`config.mk`:
```
export PLATFORM = sky130hd
export DESIGN_NAME = fetch_unit
export DESIGN_NICKNAME = d
export VERILOG_FILES = /design/src/rtl/fetch_unit_pkg.sv /design/src/rtl/fetch_unit_pc_counter.sv /design/src/rtl/fetch_unit.sv
export SDC_FILE = /design/constraint.sdc
export NUM_CORES = 1
export LEC_CHECK = 0
export BUFFER_PORTS_ARGS = -buffer_cell sky130_fd_sc_hd__buf_2
export CAP_MARGIN = 20
export CORE_MARGIN = 2
export CORE_UTILIZATION = 52
export DETAILED_ROUTE_END_ITERATION = 16
export HOLD_SLACK_MARGIN = 0.03
export PLACE_DENSITY = 0.86
export SYNTH_ARGS = -nofsm -noshare
export SYNTH_HDL_FRONTEND = slang
export SYNTH_HIERARCHICAL = 1
export SYNTH_SLANG_ARGS = --single-unit
```
`constraint.sdc`:
```
create_clock -name CLK -period 3.8 [get_ports CLK]
set_clock_uncertainty 0.1 [all_clocks]
set_input_delay 0.19 -clock CLK [delete_from_list [all_inputs] [get_ports CLK]]
set_output_delay 0.19 -clock CLK [all_outputs]
set_load 0.01 [all_outputs]
```
`src/rtl/fetch_unit_pkg.sv`:
```
// Shared definitions for the instruction fetch sequencer.
//   - default address / instruction widths
//   - 3-bit FSM state encoding used by fetch_unit
package fetch_unit_pkg;

   localparam int DEF_ADDR_WIDTH  = 8;
   localparam int DEF_INSTR_WIDTH = 8;

   typedef logic [2:0] state_t;

   localparam state_t S_IDLE   = 3'd0;
   localparam state_t S_FETCH  = 3'd1;
   localparam state_t S_WAIT   = 3'd2;
   localparam state_t S_LOAD   = 3'd3;
   localparam state_t S_EXEC   = 3'd4;
   localparam state_t S_HALTED = 3'd5;

endpackage

```
`src/rtl/fetch_unit_pc_counter.sv`:
```
// Program counter register.
//   clk_i      : clock, rising edge
//   rst_n_i    : synchronous active-low reset, clears the count
//   inc_i      : add one (wraps modulo 2^ADDR_WIDTH)
//   load_i     : load load_val_i; wins over inc_i
//   load_val_i : parallel load value
//   pc_o       : current count
module pc_counter
   import fetch_unit_pkg::*;
#(
   parameter int ADDR_WIDTH = DEF_ADDR_WIDTH
) (
   input  logic                  clk_i,
   input  logic                  rst_n_i,
   input  logic                  inc_i,
   input  logic                  load_i,
   input  logic [ADDR_WIDTH-1:0] load_val_i,
   output logic [ADDR_WIDTH-1:0] pc_o
);

   localparam logic [ADDR_WIDTH-1:0] ONE = 1;

   logic [ADDR_WIDTH-1:0] pc_q, pc_d;

   always_comb begin
      pc_d = pc_q;
      if (load_i)     pc_d = load_val_i;
      else if (inc_i) pc_d = pc_q + ONE;
   end

   always_ff @(posedge clk_i) begin
      if (!rst_n_i) pc_q <= '0;
      else          pc_q <= pc_d;
   end

   assign pc_o = pc_q;

endmodule

```
`src/rtl/fetch_unit.sv`:
```
// Instruction fetch sequencer.
// Walks IDLE -> FETCH -> WAIT -> LOAD -> EXEC, then back to FETCH when the
// execute stage reports completion (optionally jumping), or to HALTED.
//   CLK, RST_N     : clock, synchronous active-low reset
//   ROM_ADDR       : program ROM address (registered)
//   ROM_DATA       : ROM read data, captured at the end of WAIT
//   INSTR, IR_CE   : fetched word and one-cycle capture enable (LOAD only)
//   EXEC_DONE      : execute-stage completion pulse, only honoured in EXEC
//   JUMP/JUMP_ADDR : redirect PC on completion
//   HALT           : stop on completion; beats JUMP
//   PC, HALTED     : program counter and halted flag
// All outputs come straight from flops.
module fetch_unit
   import fetch_unit_pkg::*;
#(
   parameter int ADDR_WIDTH  = DEF_ADDR_WIDTH,
   parameter int INSTR_WIDTH = DEF_INSTR_WIDTH
) (
   input  logic                   CLK,
   input  logic                   RST_N,
   output logic [ADDR_WIDTH-1:0]  ROM_ADDR,
   input  logic [INSTR_WIDTH-1:0] ROM_DATA,
   output logic [INSTR_WIDTH-1:0] INSTR,
   output logic                   IR_CE,
   input  logic                   EXEC_DONE,
   input  logic                   JUMP,
   input  logic [ADDR_WIDTH-1:0]  JUMP_ADDR,
   input  logic                   HALT,
   output logic [ADDR_WIDTH-1:0]  PC,
   output logic                   HALTED
);

   state_t                 state_q, state_d;
   logic [ADDR_WIDTH-1:0]  rom_addr_q, rom_addr_d;
   logic [INSTR_WIDTH-1:0] instr_q, instr_d;
   logic                   ir_ce_q, ir_ce_d;
   logic                   halted_q, halted_d;
   logic                   pc_inc, pc_load;
   logic [ADDR_WIDTH-1:0]  pc;

   pc_counter #(.ADDR_WIDTH(ADDR_WIDTH)) u_pc (
      .clk_i      (CLK),
      .rst_n_i    (RST_N),
      .inc_i      (pc_inc),
      .load_i     (pc_load),
      .load_val_i (JUMP_ADDR),
      .pc_o       (pc)
   );

   // state register
   always_ff @(posedge CLK) begin
      if (!RST_N) state_q <= S_IDLE;
      else        state_q <= state_d;
   end

   // next state
   always_comb begin
      state_d = state_q;
      case (state_q)
         S_IDLE:   state_d = S_FETCH;
         S_FETCH:  state_d = S_WAIT;
         S_WAIT:   state_d = S_LOAD;
         S_LOAD:   state_d = S_EXEC;
         S_EXEC:   if (EXEC_DONE) state_d = HALT ? S_HALTED : S_FETCH;
         S_HALTED: state_d = S_HALTED;
         default:  state_d = S_IDLE;
      endcase
   end

   // outputs: next values for the output flops plus PC control.
   // IR_CE/HALTED are decoded from state_d so the flop holds them
   // exactly while the FSM sits in LOAD/HALTED.
   always_comb begin
      rom_addr_d = rom_addr_q;
      instr_d    = instr_q;
      ir_ce_d    = (state_d == S_LOAD);
      halted_d   = (state_d == S_HALTED);
      pc_inc     = (state_q == S_LOAD);
      pc_load    = (state_q == S_EXEC) && EXEC_DONE && !HALT && JUMP;
      if (state_q == S_FETCH) rom_addr_d = pc;
      if (state_q == S_WAIT)  instr_d    = ROM_DATA;
   end

   always_ff @(posedge CLK) begin
      if (!RST_N) begin
         rom_addr_q <= '0;
         instr_q    <= '0;
         ir_ce_q    <= 1'b0;
         halted_q   <= 1'b0;
      end else begin
         rom_addr_q <= rom_addr_d;
         instr_q    <= instr_d;
         ir_ce_q    <= ir_ce_d;
         halted_q   <= halted_d;
      end
   end

   assign ROM_ADDR = rom_addr_q;
   assign INSTR    = instr_q;
   assign IR_CE    = ir_ce_q;
   assign HALTED   = halted_q;
   assign PC       = pc;

endmodule

```
# ---- After elaboration in Yosys (flattened, before gate mapping)
# Index checks and enable logic that the tools add are counted.
dict set report totals {
  register_bits 29
  latch_bits 0
  ram_bits 0
  romBits 0
  input_bits 21
  output_inout_bits 26
  elab_cells 25
  mem_count 0
}
dict set report op_classes {
  n_addsub 1
  multipliers 0
  div_mod_pow 0
  magnitude_cmp 0
  n_eq_ne 7
  n_shift 0
  muxes 5
  bitwise_logic 0
  n_reduce_logical 6
}
# cell count
set op_table {}
lappend op_table {{case mux 3 bit (6 select lines)} 1}
lappend op_table {{2-to-1 mux 8 bit} 2}
lappend op_table {{equality test 3 x 2 -> 1 bit (second input constant)} 3}
lappend op_table {{equality test 3 bit (second input constant)} 3}
lappend op_table {{adder 8 x 1 -> 8 bit (second input constant)} 1}
lappend op_table {{2-to-1 mux 3 bit} 2}
lappend op_table {{equality test 3 x 1 -> 1 bit (second input constant)} 1}
lappend op_table {{logical AND 1 bit} 3}
lappend op_table {{zero test 3 bit} 1}
lappend op_table {{nonzero test 2 bit} 1}
lappend op_table {{zero test 1 bit} 1}

# ---- Logic depth before layout (Yosys ltp)
# Gate-level depths: netlist (run 1).
dict set report depth {
  ltp_word 5
  mapped_depth 7
  mapped_depth_nobuf 5
}

# ---- Cells and area by module
# Netlist (run 1), hierarchy kept.
# module n_inst cells_per_inst area_per_inst_um2
set modules_own_cells {}
lappend modules_own_cells {fetch_unit 1 93 874.6}
lappend modules_own_cells {pc_counter 1 55 461.7}

# ---- Worst setup path after synthesis (run 1)
# OpenSTA, ideal clock, no wires.
dict set report synth_timing {
  path_kind {register to register}
  startpoint {register state_q[0]}
  endpoint {register u_pc.pc_q[3], in the netlist u_pc/pc_o[3]}
  setup_time_ns 0.121
  arrival_ns 1.473
  required_ns 3.579
  path_slack_ns 2.106
  stages_incl_launch_ff 8
  path_buffers 2
  period_less_slack_ns 1.694
  cell_sequence {dfxtp_1 > buf_4 > nor3b_1 > and4b_1 > clkbuf_1 > inv_1 > o21ai_0 > a21oi_1}
}
dict set report synth_via {
  elab_chain_len 5
}
# item line_no
set synth_rtl {}
lappend synth_rtl {{start, declared} fetch_unit.sv:33} ;# state_t state_q, state_d;
lappend synth_rtl {{start signal, assigned} fetch_unit.sv:53} ;# else state_q <= state_d;
lappend synth_rtl {{equality test 3 bit *} fetch_unit.sv:79} ;# pc_load = (state_q == S_EXEC) && EXEC_DONE && !HALT && JUMP;
lappend synth_rtl {{logical AND 1 bit * (3 in series)} fetch_unit.sv:79}
lappend synth_rtl {{net pc_load} fetch_unit.sv:38} ;# logic pc_inc, pc_load;
lappend synth_rtl {{2-to-1 mux 8 bit / nonzero test 2 bit (equally long branches)} -}
lappend synth_rtl {{end signal, assigned} fetch_unit_pc_counter.sv:33} ;# else pc_q <= pc_d;
lappend synth_rtl {{end, declared} fetch_unit_pc_counter.sv:23} ;# logic [ADDR_WIDTH-1:0] pc_q, pc_d;
# The timed path passes the listed nets; every way through them passes the cells marked *.
# A chain may end at the register's enable or synchronous reset.

# ---- Worst setup path after layout (run 1)
dict set report layout_timing {
  startpoint {input HALT}
  endpoint {register u_pc.pc_q[6], in the netlist u_pc/pc_o[6]}
}
dict set report layout_via {
  elab_chain_len 4
}
# item line_no
set layout_rtl {}
lappend layout_rtl {{start, declared} fetch_unit.sv:28} ;# input logic HALT,
lappend layout_rtl {{zero test 1 bit *} fetch_unit.sv:79}
lappend layout_rtl {{logical AND 1 bit * (2 in series)} fetch_unit.sv:79}
lappend layout_rtl {{net pc_load} fetch_unit.sv:38}
lappend layout_rtl {{2-to-1 mux 8 bit / nonzero test 2 bit (equally long branches)} -}
# Marks and branches as above.

==> qor.csv, run 1 <==
metric,value,unit
number of nets in the layout,225,
number of antenna violations at the first check in global routing,0,
FP Rows,18,
Syn Nets,170,
"IR drop worst, VDD",0.262,mV
Cell Pwr Density,366,nW/um^2
total number of vias,1228,
largest area contributor in the synthesized netlist,dfxtp_1,
Die Span X,54.7,microns
Setup crit start kind,input port,
gr ovfl total,0,
synthesis-stage register bit count,29,
category of the worst setup path capture point,flop,
number of failing setup endpoints in the final timing report,0,
vias in the first global route,1150,
Pint,0.471,mW
Routed Wire Length,2880,microns
maximum net fanout on the critical path,13,
Wirelength per Cell,12.3,microns
clock tree from TritonCTS,yes,
fin crit share,51.3,%
post-synthesis instance area,1340,sq um
Syn Area/Cell,9.03,sq um
Die Ht,54.7,microns
Area Overhead vs Synth,28.9,%
synthesized instance count,148,
Port Buffers,46,
critical path type,in2reg,
run status,completed,
synth unique cells,36,
shortest clock period the worst path allows after layout,1.95,ns
Max Clock Freq,513,MHz
Post-synth ARST share,0,%
wire length of the first global-routing pass,4780,microns
sinks on the clock net,29,
insertion delay to the later sink of the worst-skew pair,0.31,ns
number of inserted filler cells in the final layout,198,
root buffer cell,clkbuf_4,
count of endpoints failing hold in the final timing report,0,
number of top-level pins,47,
Psw,0.159,mW
max-capacitance violation count,0,
routability congestion estimate from global placement,0.842,
"commonest non-fill, non-tap cells in the layout","46 x buf_2, 36 x nand2_1, 29 x dfxtp_1, 17 x mux2i_1, 11 x dlygate4sd3_1",
H-tree levels,2,
largest net degree at the start of global routing,47,
worst min-delay path class,in2reg,
Clock Power Share,33.2,%
core region area,2450,sq um
Area contributors post-synth,"dfxtp_1 43%, mux2i_1 13%, nand2_1 10%, o21ai_0 3.0%, and2_1 2.3%",
Worst slew margin,41.8,%
total power after layout,0.630,mW
combinational cell fraction of total power,14.3,%
number of violations reported at the end of detailed-routing iteration 0,21,
sum of net half-perimeters after detailed placement,1880,microns
Die Outline Area,2990,sq um
setup repair after global routing missed its margin,false,
register clock-pin slew on the reported worst setup and hold paths,0.09,ns
drt first pass iters,4,
routed vias/inst,5.25,
share of cells above drive strength 1,27.9,%
leakage power summed over all cells,0.766,nW
"commonest non-fill, non-tap cell in the layout",buf_2,
Critical Path RT,3.90,ns
top cell type's share of synthesized area,43.4,%
post-synthesis sequential area ratio,43.4,%
remaining number of nets flagged by the antenna check after routing,0,
number of CTS-inserted buffers,5,
WP data arrival,2.04,ns
switching part of the total power,25.2,%
leading register cell type out of synthesis,dfxtp_1,
total negative setup slack,0,ns
initial cell density of the core,54.4,%
overall fraction of global-route tracks in use,22.3,%
sequential cell fraction of total power,52.5,%
Max clock buf depth,2,
Slew @ Worst Pin,0.869,ns
n_diodes,0,
YS warnings,6,
post-route DRC violation count,0,
max-slew violations,0,
number of enable flip-flop cells after synthesis,0,
## power by group through the flow
stage	sequential, mW	combinational [mW]	clock, mW
6_report	0.331	0.0901	0.209
5_1_grt	0.333	0.101	0.228
4_1_cts	0.331	0.0905	0.217
3_5_place_dp	0.338	0.0812	0
3_3_place_gp	0.336	0.0788	0
2_1_floorplan	0.338	0.0602	0
## path summary, 6_finish.rpt
| check | from | to | slack (ns) | cells after the start |
|---|---|---|---|---|
| max | HALT | u_pc/pc_o[6] | 1.85 | 7 |
| min | EXEC_DONE | HALTED | 0.05 | 3 |
| max reg2reg | state_q[0] | u_pc/pc_o[5] | 1.87 | 5 |
| min reg2reg | INSTR[0] | INSTR[0] | 0.36 | 2 |
## layout make-up
| type | count | area [sq um] | area share (%) |
|---|---|---|---|
| multi-input combinational | 108 | 687 | 39.9 |
| sequential | 29 | 581 | 33.7 |
| timing repair buffer | 57 | 340 | 19.8 |
| clock buffer | 7 | 65.1 | 3.78 |
| tap | 30 | 37.5 | 2.18 |
| inverter | 2 | 7.51 | 0.436 |
| clock inverter | 1 | 5.00 | 0.290 |
## worst max-delay path, cell delays in order
cell	delay (ns)
dlygate4sd3_1	0.53
buf_2	0.12
nor3b_1	0.25
and4b_1	0.47
inv_1	0.18
o21ai_0	0.23
a31oi_1	0.07
## what timing repair did
action                    CTS  global route
setup buffers               0             0
gates resized for setup     0             0
hold buffers               11             0
hold endpoints to repair   11             0
## synthesized netlist by cell type (2+ instances only)
cell type and count:
o21ai_0 8, buf_4 2, nand4_1 3, nand3_1 4, buf_6 2, o211ai_1 2, nor3b_1 3, xor2_1 2
nand2_1 36, xnor2_1 3, dfxtp_1 29, mux2i_1 17, or4_1 2, buf_2 4, nand3b_1 2, nor3b_2 2
a21oi_1 3, and2_1 5, inv_1 2
## metal layers
metal	part of all wire, %	global-route usage [%]	vias up
met5	0	0	-
li1	-	-	618
met2	52	38.7	35
met3	5.5	6.56	0
met1	42	25.9	575
met4	0	7.08	0
## state kept, by name, summed over array words and instances, names as in the netlist
| signal | cells |
|---|---|
| ROM_ADDR | 8 |
| INSTR | 8 |
| state_q | 3 |
| IR_CE | 1 |
| HALTED | 1 |
| u_pc/pc_o | 8 |
## cells by family (layout without fill, tap and decap cells)
group	count (synthesis)	after routing	synth area share [%]
AOI/OAI and AO/OA	18	18	7.96
xor gates and xnor gates	5	5	3.28
adders and majority gates	1	1	0.936
muxes	17	17	12.7
buffers and inverters	11	67	5.15
DFF	29	29	43.4
and+or+nand+nor	67	67	26.5
## per-stage QoR
step	std cells	util, %	instance area, sq um	setup WS [ns]	hold slack (ns)
6_report	234	70.2	1720	1.85	0.0513
5_1_grt	234	70.2	1720	1.67	0.0585
2_1_floorplan	148	-	1340	2.11	0.212
3_5_place_dp	215	62.8	1540	1.90	0.344
3_3_place_gp	215	62.8	1540	2.00	0.339
4_1_cts	234	70.2	1720	1.88	0.0330
(Power assumes the default switching activity.)
==> inputs of run 2 (changes only) <==
- CORE_UTILIZATION: 52 -> 44
- PLACE_DENSITY: 0.86 -> 0.78
- clock period: 3.8 -> 1.75 ns (I/O delays scaled with it)
==> run 2 against run 1 <==
Against the previous run: first-iteration DRC count increased to 2.5 times the previous value; sequential power increased by 120%; routed wire length increased by 9.0%; cell count increased by 5.6%; via count increased by 4.1%; critical path type is now reg2reg; highest routed layer is now met4.
==> qor.csv, run 2 (synthesis results as in run 1) <==
metric,value,unit
run status,completed,
total number of vias,1278,
overall fraction of global-route tracks in use,19.6,%
max-capacitance violation count,0,
multi-input logic area,693,sq um
number of CTS-inserted buffers,5,
vias in the first global route,1220,
Pint,1.01,mW
WP data arrival,1.81,ns
Cell Pwr Density,737,nW/um^2
number of top-level pins,47,
worst hold path cell count,4,
Die Outline Area,3490,sq um
maximum net fanout on the critical path,6,
Die Span X,59.1,microns
fin crit share,94.5,%
Setup crit start kind,flop,
post-route DRC violation count,0,
worst min-delay path class,in2reg,
clock tree from TritonCTS,yes,
post-layout util,64.8,%
sequential cell fraction of total power,53.1,%
n_diodes,0,
shortest clock period the worst path allows after layout,1.65,ns
largest net degree at the start of global routing,46,
max-slew violations,0,
number of failing setup endpoints in the final timing report,0,
number of inserted filler cells in the final layout,240,
number of nets in the layout,238,
Max clock buf depth,2,
setup repair after global routing missed its margin,false,
register clock-pin slew on the reported worst setup and hold paths,0.08,ns
H-tree levels,2,
number of antenna violations at the first check in global routing,0,
insertion delay to the later sink of the worst-skew pair,0.31,ns
combinational cell fraction of total power,17.1,%
Slew @ Worst Pin,0.385,ns
Die Ht,59.1,microns
"Max stage delay cell, worst path",or4_1,
sum of net half-perimeters after detailed placement,2180,microns
"commonest non-fill, non-tap cell in the layout",buf_2,
delay of the slowest critical-path stage,0.49,ns
routed vias/inst,5.17,
share of cells above drive strength 1,29.6,%
Clock Power Share,29.7,%
FP Rows,19,
core region area,2830,sq um
"commonest non-fill, non-tap cells in the layout","46 x buf_2, 36 x nand2_1, 28 x dfxtp_1, 18 x dlygate4sd3_1, 17 x mux2i_1",
remaining number of nets flagged by the antenna check after routing,0,
leakage power summed over all cells,0.819,nW
R2R cell count,5,
count of endpoints failing hold in the final timing report,0,
Max Clock Freq,604,MHz
gr ovfl total,0,
category of the worst setup path capture point,flop,
total negative setup slack,0,ns
Area Overhead vs Synth,37.1,%
wire length of the first global-routing pass,5190,microns
routability congestion estimate from global placement,0.876,
"IR drop worst, VDD",0.454,mV
Critical Path RT,1.91,ns
root buffer cell,clkbuf_4,
switching part of the total power,25.5,%
flip-flop and latch area,582,sq um
Wirelength per Cell,12.7,microns
Routed Wire Length,3140,microns
critical path type,reg2reg,
sinks on the clock net,29,
Worst slew margin,74.3,%
initial cell density of the core,47.2,%
Psw,0.344,mW
drt first pass iters,4,
number of violations reported at the end of detailed-routing iteration 0,53,
cell chain of the critical path,nor3b_2 -> and4b_2 -> nand3b_1 -> or4_1 -> nand3_1,
Port Buffers,46,
[run 2: final timing paths]
check / from / endpoint / slack (ns)
worst max-delay path: state_q[0] / u_pc/pc_o[7] / 0.1
worst min-delay path: JUMP_ADDR[7] / u_pc/pc_o[7] / 0.08
worst max register to register: state_q[0] / u_pc/pc_o[7] / 0.1
worst min register to register: INSTR[2] / INSTR[2] / 0.36
[run 2: layout make-up]
cell class | count | area share, %
clock buffers | 7 | 3.01
repair buffers | 70 | 24.9
multi-input cells | 108 | 37.8
inverters | 2 | 0.410
well taps | 31 | 2.12
flip-flops and latches | 29 | 31.8
[run 2: through the flow]
step / std cells / hold slack [ns] / setup slack (ns) / instance area, sq um / total power [mW]
floorplan: 148 / 0.109 / 0.0562 / 1340 / 0.865
global placement: 222 / 0.236 / 0.198 / 1590 / 0.918
detailed placement: 222 / 0.234 / 0.0896 / 1590 / 0.926
CTS: 247 / 0.0623 / 0.0837 / 1820 / 1.36
global route: 247 / 0.0797 / 0.00256 / 1830 / 1.42
finish: 247 / 0.0760 / 0.0956 / 1830 / 1.35
[run 2: worst max-delay path, delay by kind of cell (launching register included)]
| family | cells | cell delay, ns |
|---|---|---|
| DFF | 1 | 0.39 |
| and+or+nand+nor | 5 | 1.12 |
[run 2: metal layers]
metal	part of all wire, %	GRT usage, %	wire (microns)
met3	4.3	4.80	134
met1	43	22.4	1350
met2	51	34.8	1610
met4	1.4	8.12	45
met5	0	0	0
[run 2: power groups by stage]
stage	logic, mW	registers [mW]	clock network, mW
6_report	0.231	0.717	0.401
5_1_grt	0.253	0.721	0.446
4_1_cts	0.229	0.714	0.415
3_5_place_dp	0.196	0.730	0
3_3_place_gp	0.191	0.727	0
2_1_floorplan	0.131	0.735	0
[run 2: timing repair]
action                                  CTS  global route
endpoints found under the setup margin    0             4
hold buffers                             18             0
hold endpoints to repair                 18             0
buffers inserted                          0             0
resized for setup                         0             3
==> inputs of run 3 (changes only) <==
- ABC_AREA: unset -> 1
- CORE_UTILIZATION: 44 -> 43
- PLACE_DENSITY: 0.78 -> 0.76
==> run 3 against run 2 <==
Against the previous run: die area rose by 0.56%; first-iteration DRC count fell by 9.4%; global-route usage fell by 1.4 points; cell count rose by 15%; highest routed layer unchanged; largest power group unchanged; critical endpoint is now u_pc/pc_o[1].
==> qor.csv, run 3 <==
metric,value,unit
Area Overhead vs Synth,36.7,%
count of endpoints failing hold in the final timing report,0,
"Cell Count, Final, Fillers Out",285,
"commonest non-fill, non-tap cell in the layout",buf_2,
insertion delay to the later sink of the worst-skew pair,0.33,ns
number of buffers and inverters on the critical path,5,
routed vias/inst,4.65,
max-capacitance violation count,0,
core region area,2980,sq um
"commonest non-fill, non-tap cells in the layout","46 x buf_2, 44 x nor2_1, 35 x nand2_1, 29 x dfxtp_1, 21 x inv_1",
setup repair after global routing missed its margin,false,
synthesized instance count,182,
"Max stage delay cell, worst path",dfxtp_1,
largest net degree at the start of global routing,22,
Die Outline Area,3510,sq um
number of failing setup endpoints in the final timing report,0,
setup slack on the worst flop-to-flop path,0.17,ns
Syn Nets,204,
Max Clock Freq,635,MHz
overall fraction of global-route tracks in use,18.2,%
YS warnings,6,
reg-to-reg critical path startpoint,state_q[1],
cell area after layout,1800,sq um
area post-placement,1560,sq um
Wirelength per Cell,10.4,microns
post-layout util,60.3,%
WP data arrival,1.71,ns
Worst slew margin,76.3,%
routability congestion estimate from global placement,0.845,
Crit Reg-Reg Endpoint,u_pc/pc_o[1],
total negative setup slack,0,ns
fin crit share,90.0,%
number of CTS-inserted buffers,5,
worst min-delay path class,in2reg,
most repeated cell in the gate-level netlist after synthesis,nor2_1,
post-synthesis instance area,1310,sq um
sinks on the clock net,29,
end of the worst hold path,ROM_ADDR[6],
number of gates given a new drive strength after cts,0,
root buffer cell,clkbuf_4,
Die Ht,59.3,microns
Area contributors post-synth,"dfxtp_1 44%, nor2_1 13%, nand2_1 10%, inv_1 6.0%, o21ai_0 3.8%",
cell chain of the critical path,inv_1 -> nand2_1 -> nor3b_1 -> buf_4 -> inv_2 -> nand2_2 -> inv_2 -> nand2_1 -> nand3_1 -> nand2_1 -> inv_1,
sum of net half-perimeters after detailed placement,2030,microns
Post-synth ARST share,0,%
critical path type,reg2reg,
post-synthesis sequential area ratio,44.2,%
post-route DRC violation count,0,
shortest clock period the worst path allows after layout,1.58,ns
"IR drop worst, VDD",0.503,mV
leakage power summed over all cells,0.912,nW
Cell Pwr Density,778,nW/um^2
hold slack final,0.0582,ns
Setup crit start kind,flop,
share of cells above drive strength 1,27.0,%
Die Span X,59.3,microns
maximum net fanout on the critical path,8,
synthesis-stage register bit count,29,
clock tree from TritonCTS,yes,
number of antenna violations at the first check in global routing,0,
category of the worst setup path capture point,flop,
Syn Area/Cell,7.22,sq um
run status,completed,
number of violations reported at the end of detailed-routing iteration 0,48,
drt first pass iters,4,
largest area contributor in the synthesized netlist,dfxtp_1,
number of nets in the layout,274,
synth unique cells,23,
number of buffers inserted by hold repair at cts,18,
CP most frequent cell,nand2_1,
number of inserted filler cells in the final layout,287,
initial cell density of the core,44.1,%
postcts setup bufs,0,
leading register cell type out of synthesis,dfxtp_1,
wire length of the first global-routing pass,4740,microns
origin of the worst min-delay path,RST_N,
Port Buffers,46,
Max clock buf depth,2,
n_diodes,0,
total number of vias,1325,
total power after layout,1.40,mW
H-tree levels,2,
Routed Wire Length,2970,microns
gr ovfl total,0,
delay of the slowest critical-path stage,0.34,ns
vias in the first global route,1124,
worst hold path cell count,3,
top cell type's share of synthesized area,44.2,%
Slew @ Worst Pin,0.355,ns
number of top-level pins,47,
worst-case setup slack after placement,0.201,ns
critical path's top delay family,simple AND/OR/NAND/NOR gates,
Critical Path RT,1.88,ns
setup ws final,0.175,ns
remaining number of nets flagged by the antenna check after routing,0,
register clock-pin slew on the reported worst setup and hold paths,0.09,ns
max-slew violations,0,
number of enable flip-flop cells after synthesis,0,
FP Rows,20,
R2R cell count,11,
Synth top cells by count,"44 x nor2_1, 35 x nand2_1, 29 x dfxtp_1",
DP Cell Count,260,
## run 3: cell count changes after synthesis, sizes merged, moves of 3 or more
| cell | before | now |
|---|---|---|
| nor2 | 1 | 48 |
| inv | 2 | 23 |
| mux2i | 17 | 0 |
| and2 | 6 | 0 |
| a21oi | 3 | 8 |
| buf | 8 | 3 |
| nand3 | 5 | 10 |
| a22oi | 0 | 4 |
| nor3b | 5 | 1 |
| xnor2 | 3 | 0 |
## run 3: worst reg2reg max path: cells and delay by family (launching register included)
family / cells / cell delay [ns]
buffers and inverters: 5 / 0.48
flip-flops: 1 / 0.34
AND/OR/NAND/NOR: 6 / 0.57
## run 3: kinds of logic after synthesis
family,synth area share [%]
and+or+nand+nor,32.5
DFF,44.2
buffers and inverters,10.2
AOI/OAI and AO/OA,11.5
xor gates and xnor gates,0.667
adders and majority gates,0.952
## run 3: how the worst max path moves through the flow
stage	from	depth (start not counted)	slack [ns]	to
after floorplan	state_q[0]	11	0.31	u_pc/pc_o[1]
after global placement	state_q[1]	11	0.27	u_pc/pc_o[1]
after detailed placement	state_q[1]	11	0.20	u_pc/pc_o[1]
after CTS	state_q[1]	11	0.19	u_pc/pc_o[1]
after global routing	state_q[1]	11	0.007	u_pc/pc_o[1]
final	state_q[1]	11	0.17	u_pc/pc_o[1]
## run 3: where the power goes
| group | switching (mW) | internal (mW) | leakage, nW |
|---|---|---|---|
| registers | 0.0225 | 0.706 | 0.237 |
| logic | 0.144 | 0.121 | 0.644 |
| clock network | 0.214 | 0.189 | 0.0314 |
## run 3: metal layers
metal	track usage (%)	wire length (microns)	share of wire, %	vias to the layer above
li1	-	-	-	709
met1	22.3	1310	44	570
met2	29.5	1450	49	40
met3	6.55	160	5.4	6
met4	5.84	46	1.5	0
met5	0	0	0	-
## run 3: layout make-up
| class | instances | area [sq um] | share of cell area [%] |
|---|---|---|---|
| timing repair buffer | 67 | 433 | 24.1 |
| inverter | 23 | 86.3 | 4.81 |
| sequential | 29 | 581 | 32.3 |
| clock buffer | 7 | 55.1 | 3.07 |
| multi-input combinational | 126 | 599 | 33.4 |
| tap | 33 | 41.3 | 2.30 |
